===== config.mk =====
export PLATFORM = sky130hd
export DESIGN_NAME = request_ctrl
export DESIGN_NICKNAME = d
export VERILOG_FILES = /design/src/rtl/cpu_types_pkg.sv /design/src/rtl/req_timeout_cnt.sv /design/src/rtl/request_ctrl.sv
export SDC_FILE = /design/constraint.sdc
export NUM_CORES = 1
export LEC_CHECK = 0
export BUFFER_PORTS_ARGS = -buffer_cell sky130_fd_sc_hd__buf_4
export CORE_AREA = 2 2 128 130
export CTS_CLUSTER_DIAMETER = 40
export CTS_CLUSTER_SIZE = 20
export DETAILED_ROUTE_END_ITERATION = 12
export DIE_AREA = 0 0 130 132
export GPL_TIMING_DRIVEN = 0
export SYNTH_ARGS = -nofsm -noshare
export SYNTH_HDL_FRONTEND = slang
export SYNTH_SLANG_ARGS = --single-unit

===== constraint.sdc =====
create_clock -name CLK -period 3.9 [get_ports CLK]
set_input_delay 0.195 -clock CLK [delete_from_list [all_inputs] [get_ports CLK]]
set_output_delay 0.195 -clock CLK [all_outputs]
set_load 0.05 [all_outputs]

===== src/rtl/cpu_types_pkg.sv =====
// cpu_types_pkg: shared CPU word type and the request controller state encoding
package cpu_types_pkg;
  localparam int WORD_BITS = 32;
  typedef logic [WORD_BITS-1:0] word_t;
  typedef enum logic [2:0] {FETCH, DECODE, DATA, HALTED, ERROR} reqstate_t;
endpackage


===== src/rtl/req_timeout_cnt.sv =====
// req_timeout_cnt: saturating hit-wait counter; expired flags the last permitted wait cycle
// Ports: CLK clock; nRST async active-low reset; clr restart count; inc count one waiting cycle;
//        expired high while the count equals TIMEOUT-1 (never when TIMEOUT is 0)
module req_timeout_cnt #(
  parameter int TIMEOUT = 1024
) (
  input  logic CLK,
  input  logic nRST,
  input  logic clr,
  input  logic inc,
  output logic expired
);
  localparam int CW = (TIMEOUT > 0) ? $clog2(TIMEOUT + 1) : 1;
  logic [CW-1:0] cnt;
  always_ff @(posedge CLK or negedge nRST)
    if (!nRST) cnt <= '0;
    else if (clr) cnt <= '0;
    else if (inc && cnt != '1) cnt <= cnt + 1'b1;
  assign expired = (TIMEOUT > 0) && (cnt == CW'(TIMEOUT - 1));
endmodule


===== src/rtl/request_ctrl.sv =====
// request_ctrl: multicycle fetch/data request sequencer with halt draining and hit-timeout watchdog
// Ports: CLK, nRST (async active low); ihit/dhit memory hits; halt/mem_read/mem_write decoded controls;
//        iaddr_in/daddr_in/dstore_in datapath values passed through to iaddr/daddr/dmemstore;
//        imemload/dmemload memory returns latched into instr_out/dload_out;
//        iREN/dREN/dWEN request enables; pc_en retire strobe; halted and timeout_err absorbing status
module request_ctrl
  import cpu_types_pkg::*;
#(
  parameter int WORD_W  = 32,
  parameter int TIMEOUT = 1024
) (
  input  logic              CLK,
  input  logic              nRST,
  input  logic              ihit,
  input  logic              dhit,
  input  logic              halt,
  input  logic              mem_read,
  input  logic              mem_write,
  input  logic [WORD_W-1:0] iaddr_in,
  input  logic [WORD_W-1:0] daddr_in,
  input  logic [WORD_W-1:0] dstore_in,
  input  logic [WORD_W-1:0] imemload,
  input  logic [WORD_W-1:0] dmemload,
  output logic              iREN,
  output logic              dREN,
  output logic              dWEN,
  output logic [WORD_W-1:0] iaddr,
  output logic [WORD_W-1:0] daddr,
  output logic [WORD_W-1:0] dmemstore,
  output logic [WORD_W-1:0] instr_out,
  output logic [WORD_W-1:0] dload_out,
  output logic              pc_en,
  output logic              halted,
  output logic              timeout_err
);
  reqstate_t state, nextState;
  logic iRen, dRen, dWen, retire, expired, cntClr, cntInc;
  always_comb begin
    nextState = state;
    iRen = 1'b0;
    dRen = 1'b0;
    dWen = 1'b0;
    retire = 1'b0;
    case (state)
      FETCH: begin
        iRen = 1'b1;
        nextState = ihit ? DECODE : expired ? ERROR : FETCH;
      end
      DECODE: begin
        nextState = halt ? HALTED : (mem_read | mem_write) ? DATA : FETCH;
        retire = !halt && !(mem_read | mem_write);
      end
      DATA: begin
        // a store wins over a load so the two enables are never high together
        dWen = mem_write;
        dRen = mem_read & ~mem_write;
        nextState = dhit ? FETCH : expired ? ERROR : DATA;
        retire = dhit;
      end
      default: ;
    endcase
  end
  // restart the wait count on every entry into a requesting state
  assign cntClr = (nextState != state) && (nextState == FETCH || nextState == DATA);
  assign cntInc = (state == FETCH && !ihit) || (state == DATA && !dhit);
  req_timeout_cnt #(.TIMEOUT(TIMEOUT)) uTimeout (
    .CLK(CLK),
    .nRST(nRST),
    .clr(cntClr),
    .inc(cntInc),
    .expired(expired)
  );
  always_ff @(posedge CLK or negedge nRST)
    if (!nRST) begin
      state <= FETCH;
      instr_out <= '0;
      dload_out <= '0;
    end else begin
      state <= nextState;
      if (state == FETCH && ihit) instr_out <= imemload;
      if (dRen && dhit) dload_out <= dmemload;
    end
  // reset leaves the state at FETCH, so strobes are gated to drop the moment nRST falls
  assign iREN = nRST & iRen;
  assign dREN = nRST & dRen;
  assign dWEN = nRST & dWen;
  assign pc_en = nRST & retire;
  assign halted = state == HALTED;
  assign timeout_err = state == ERROR;
  assign iaddr = iaddr_in;
  assign daddr = daddr_in;
  assign dmemstore = dstore_in;
endmodule


==> qor.yml <==
outcome:
  result_of_the_run: "finished clean"
clock_tree:
  cts.htree.levels: 3
  post_cts_setup_buffers: 0
  cts_root_buf: "clkbuf_16"
  clk_pin_slew_ns: 0.06
  clk_path_buf_depth: 2
  ctsHoldBuffers: 0
  clk_lat_worst_skew_ns: 0.34
  post_cts.resized_instances: 0
  clock_sinks: 78
  cts_inserted_buffers: 9
  clock_tree_from_tritoncts: "done"
sta:
  post-route-min-period_ns: 2.177
  fmax_ghz: 0.4594
  setup_viol_count_final: 0
  rsz0062_at_grt: "false"
  clock_skew_ns: 0.006040
  finalCritPeriodShare: 0.5582
  worst-slew-pin-transition_ns: 1.010
  worst_slew_margin_rel: 0.3267
  final-max-slew-violation-count: 0
  setup_ws_ns: 1.723
  setup-tns-final_ns: 0
  hold_viol_final: 0
synthesis:
  syn_nets: 493
  synth-edff-count: 0
  synth_top_family_by_area: "buffers and inverters"
  ys_warn_count: 0
  synth_fa_ha_area_frac: 0.003117
  syn-cell-area_um2: 4014
  seq_area_frac_synth: 0.4863
  ys_ff_latch: 78
  synthesis.area_per_instance_um2: 12.35
  ys.flop_type: "dfrtp_1"
  post_synth_simple_gate_area: 0.06515
  synth.area.mux_share: 0.1845
  post_synth_inst_count: 325
  synthDistinctLibCells: 37
  yosys.area_share.xor_xnor: 0
  async_flop_share: 1.000
  synth-compound-area-share: 0.04863
floorplan:
  fp-row-count: 46
  fp.dieH_um: 132
  floorplan.initialDensity: 0.2555
  die-area_um2: 17160
  io_pins: 333
  die_w_um: 130
  core_region_area_um2: 15710
worst_setup_path:
  crit-reg2reg-launch: "state[1]$_DFF_PN0_"
  top_cell_by_count_worst_path: "buf_4"
  cp_max_fo: 79
  slowest_stage_delay_on_critical_path_ns: 0.75
  critical_path_class: "input port to primary output"
  timing.critical_path.buf_inv: 2
  critPathTopFamily: "buffers and inverters"
  cp.required_ns: 3.70
  crit_slowest_cell: "buf_4"
  crit_path_start: "nRST"
  setup_crit_end_kind: "primary output"
  start_kind: "input port"
  critical_path.cell_chain: "buf_4 -> nand2_1 -> nor4b_1 -> buf_4"
  cp.arrival_ns: 1.98
cells_and_area:
  area_growth_pct: 57.54
  drive_gt1_frac: 0.7396
  layout.filler_cells: 1536
  most-common-layout-cells: "334 x buf_4, 78 x dfrtp_1, 63 x mux2_2"
  antennaDiodeCount: 0
  layout_commonest_cell: "buf_4"
  nNetsFinal: 740
detailed_routing:
  vias_per_instance: 4.163
  final_antenna_net_count: 0
  drt-pass1-iter-count: 4
  postRouteWirelength_um: 11190
  detail_route.drc_violations: 0
  post_drt_wl_per_cell_um: 14.13
  vias: 3297
  detail_route.iter0.violations: 57
placed_design:
  numPortBuffers: 236
  globalplace.congestion: 0.7117
  hpwl_after_dpl_um: 9085
  dpl_worst_slack_ns: 1.543
global_route:
  total_gr_overflow: 0
  largest_net_degree_at_the_start_of_global_routing: 80
  grt_pass1_wl_um: 16540
  first_global_vias: 3288
  antenna_found_initial: 0
  grt_util_all_layers: 0.1255
power_and_ir_drop:
  vdd.ir_drop.worst_v: 0.0004946
  leakage_nw: 3.192
  power-per-cell-area_nw_per_um2: 795.9
  design_power_total_w: 0.005033
min_path:
  hp-class: "input port to asynchronous set/reset pin"
run:
  cap_violations: 0
## per-stage QoR
stage | utilization | instances | hold WS, ns | cell area (um^2)
after global routing | 0.4025 | 792 | 0.07315 | 6324
after CTS | 0.4025 | 792 | 0.05744 | 6324
after global placement | 0.3854 | 777 | 0.4162 | 6056
final | 0.4025 | 792 | 0.03404 | 6324
after floorplan | - | 325 | -0.1006 | 4014
after detailed placement | 0.3854 | 777 | 0.4211 | 6056
## cell type report
class	count	area, um^2	area share
plain buffers	108	829.5	0.1312
clock buffers	12	246.5	0.03898
clock inverters	3	21.27	0.003364
inverters	6	22.52	0.003562
multi-input cells	133	1210	0.1913
flip-flops and latches	78	1952	0.3087
well taps	216	270.3	0.04274
repair buffers	236	1772	0.2802
## per-layer routing
metal	routed length, um	GRT usage	vias to the layer above
met3	1053	0.03815	10
met4	199	0.05556	0
met2	6132	0.2356	179
li1	-	-	1525
met1	3806	0.1246	1583
met5	0	0	-
## flip-flops by register name, summed over array words and instances, names as in the netlist
name          cells
dload_out        32
instr_out        32
uTimeout.cnt     11
state             3
## synthesized netlist by cell type, types with 3 or more instances
| cell type | n | area, um^2 |
|---|---|---|
| buf_4 | 98 | 735.7 |
| dfrtp_1 | 78 | 1952 |
| mux2_2 | 63 | 709.4 |
| o31ai_1 | 8 | 60.06 |
| a21oi_1 | 7 | 35.03 |
| buf_6 | 7 | 78.83 |
| inv_1 | 6 | 22.52 |
| nand2_1 | 6 | 22.52 |
| nor3_1 | 5 | 25.02 |
| nand3_1 | 4 | 20.02 |
| o211ai_1 | 4 | 30.03 |
| a21o_1 | 3 | 22.52 |
| or4_1 | 3 | 22.52 |
## power breakdown
| group | internal (W) | switching [W] |
|---|---|---|
| logic | 0.000999 | 0.00188 |
| clock network | 0.000446 | 0.000333 |
| registers | 0.00117 | 0.000202 |
| total | 0.00262 | 0.00242 |
## kinds of logic after synthesis
family,after synthesis
mux,66
fa+ha+maj,1
simple gates,38
flops,78
buf+inv,114
compound gates,28
## final timing paths
| kind | endpoint | slack, ns | cells after the start |
|---|---|---|---|
| setup / recovery | dREN | 1.72 | 4 |
| hold / removal | instr_out[8]$_DFFE_PN0P_ | 0.03 | 1 |
| setup reg to reg | instr_out[21]$_DFFE_PN0P_ | 2.08 | 4 |
| hold reg to reg | dload_out[2]$_DFFE_PN0P_ | 0.50 | 1 |
| max in group asynchronous | instr_out[26]$_DFFE_PN0P_ | 3.22 | 1 |
| min in group CLK | dload_out[2]$_DFFE_PN0P_ | 0.08 | 2 |
Note: power is estimated with default switching activity, not from simulation.
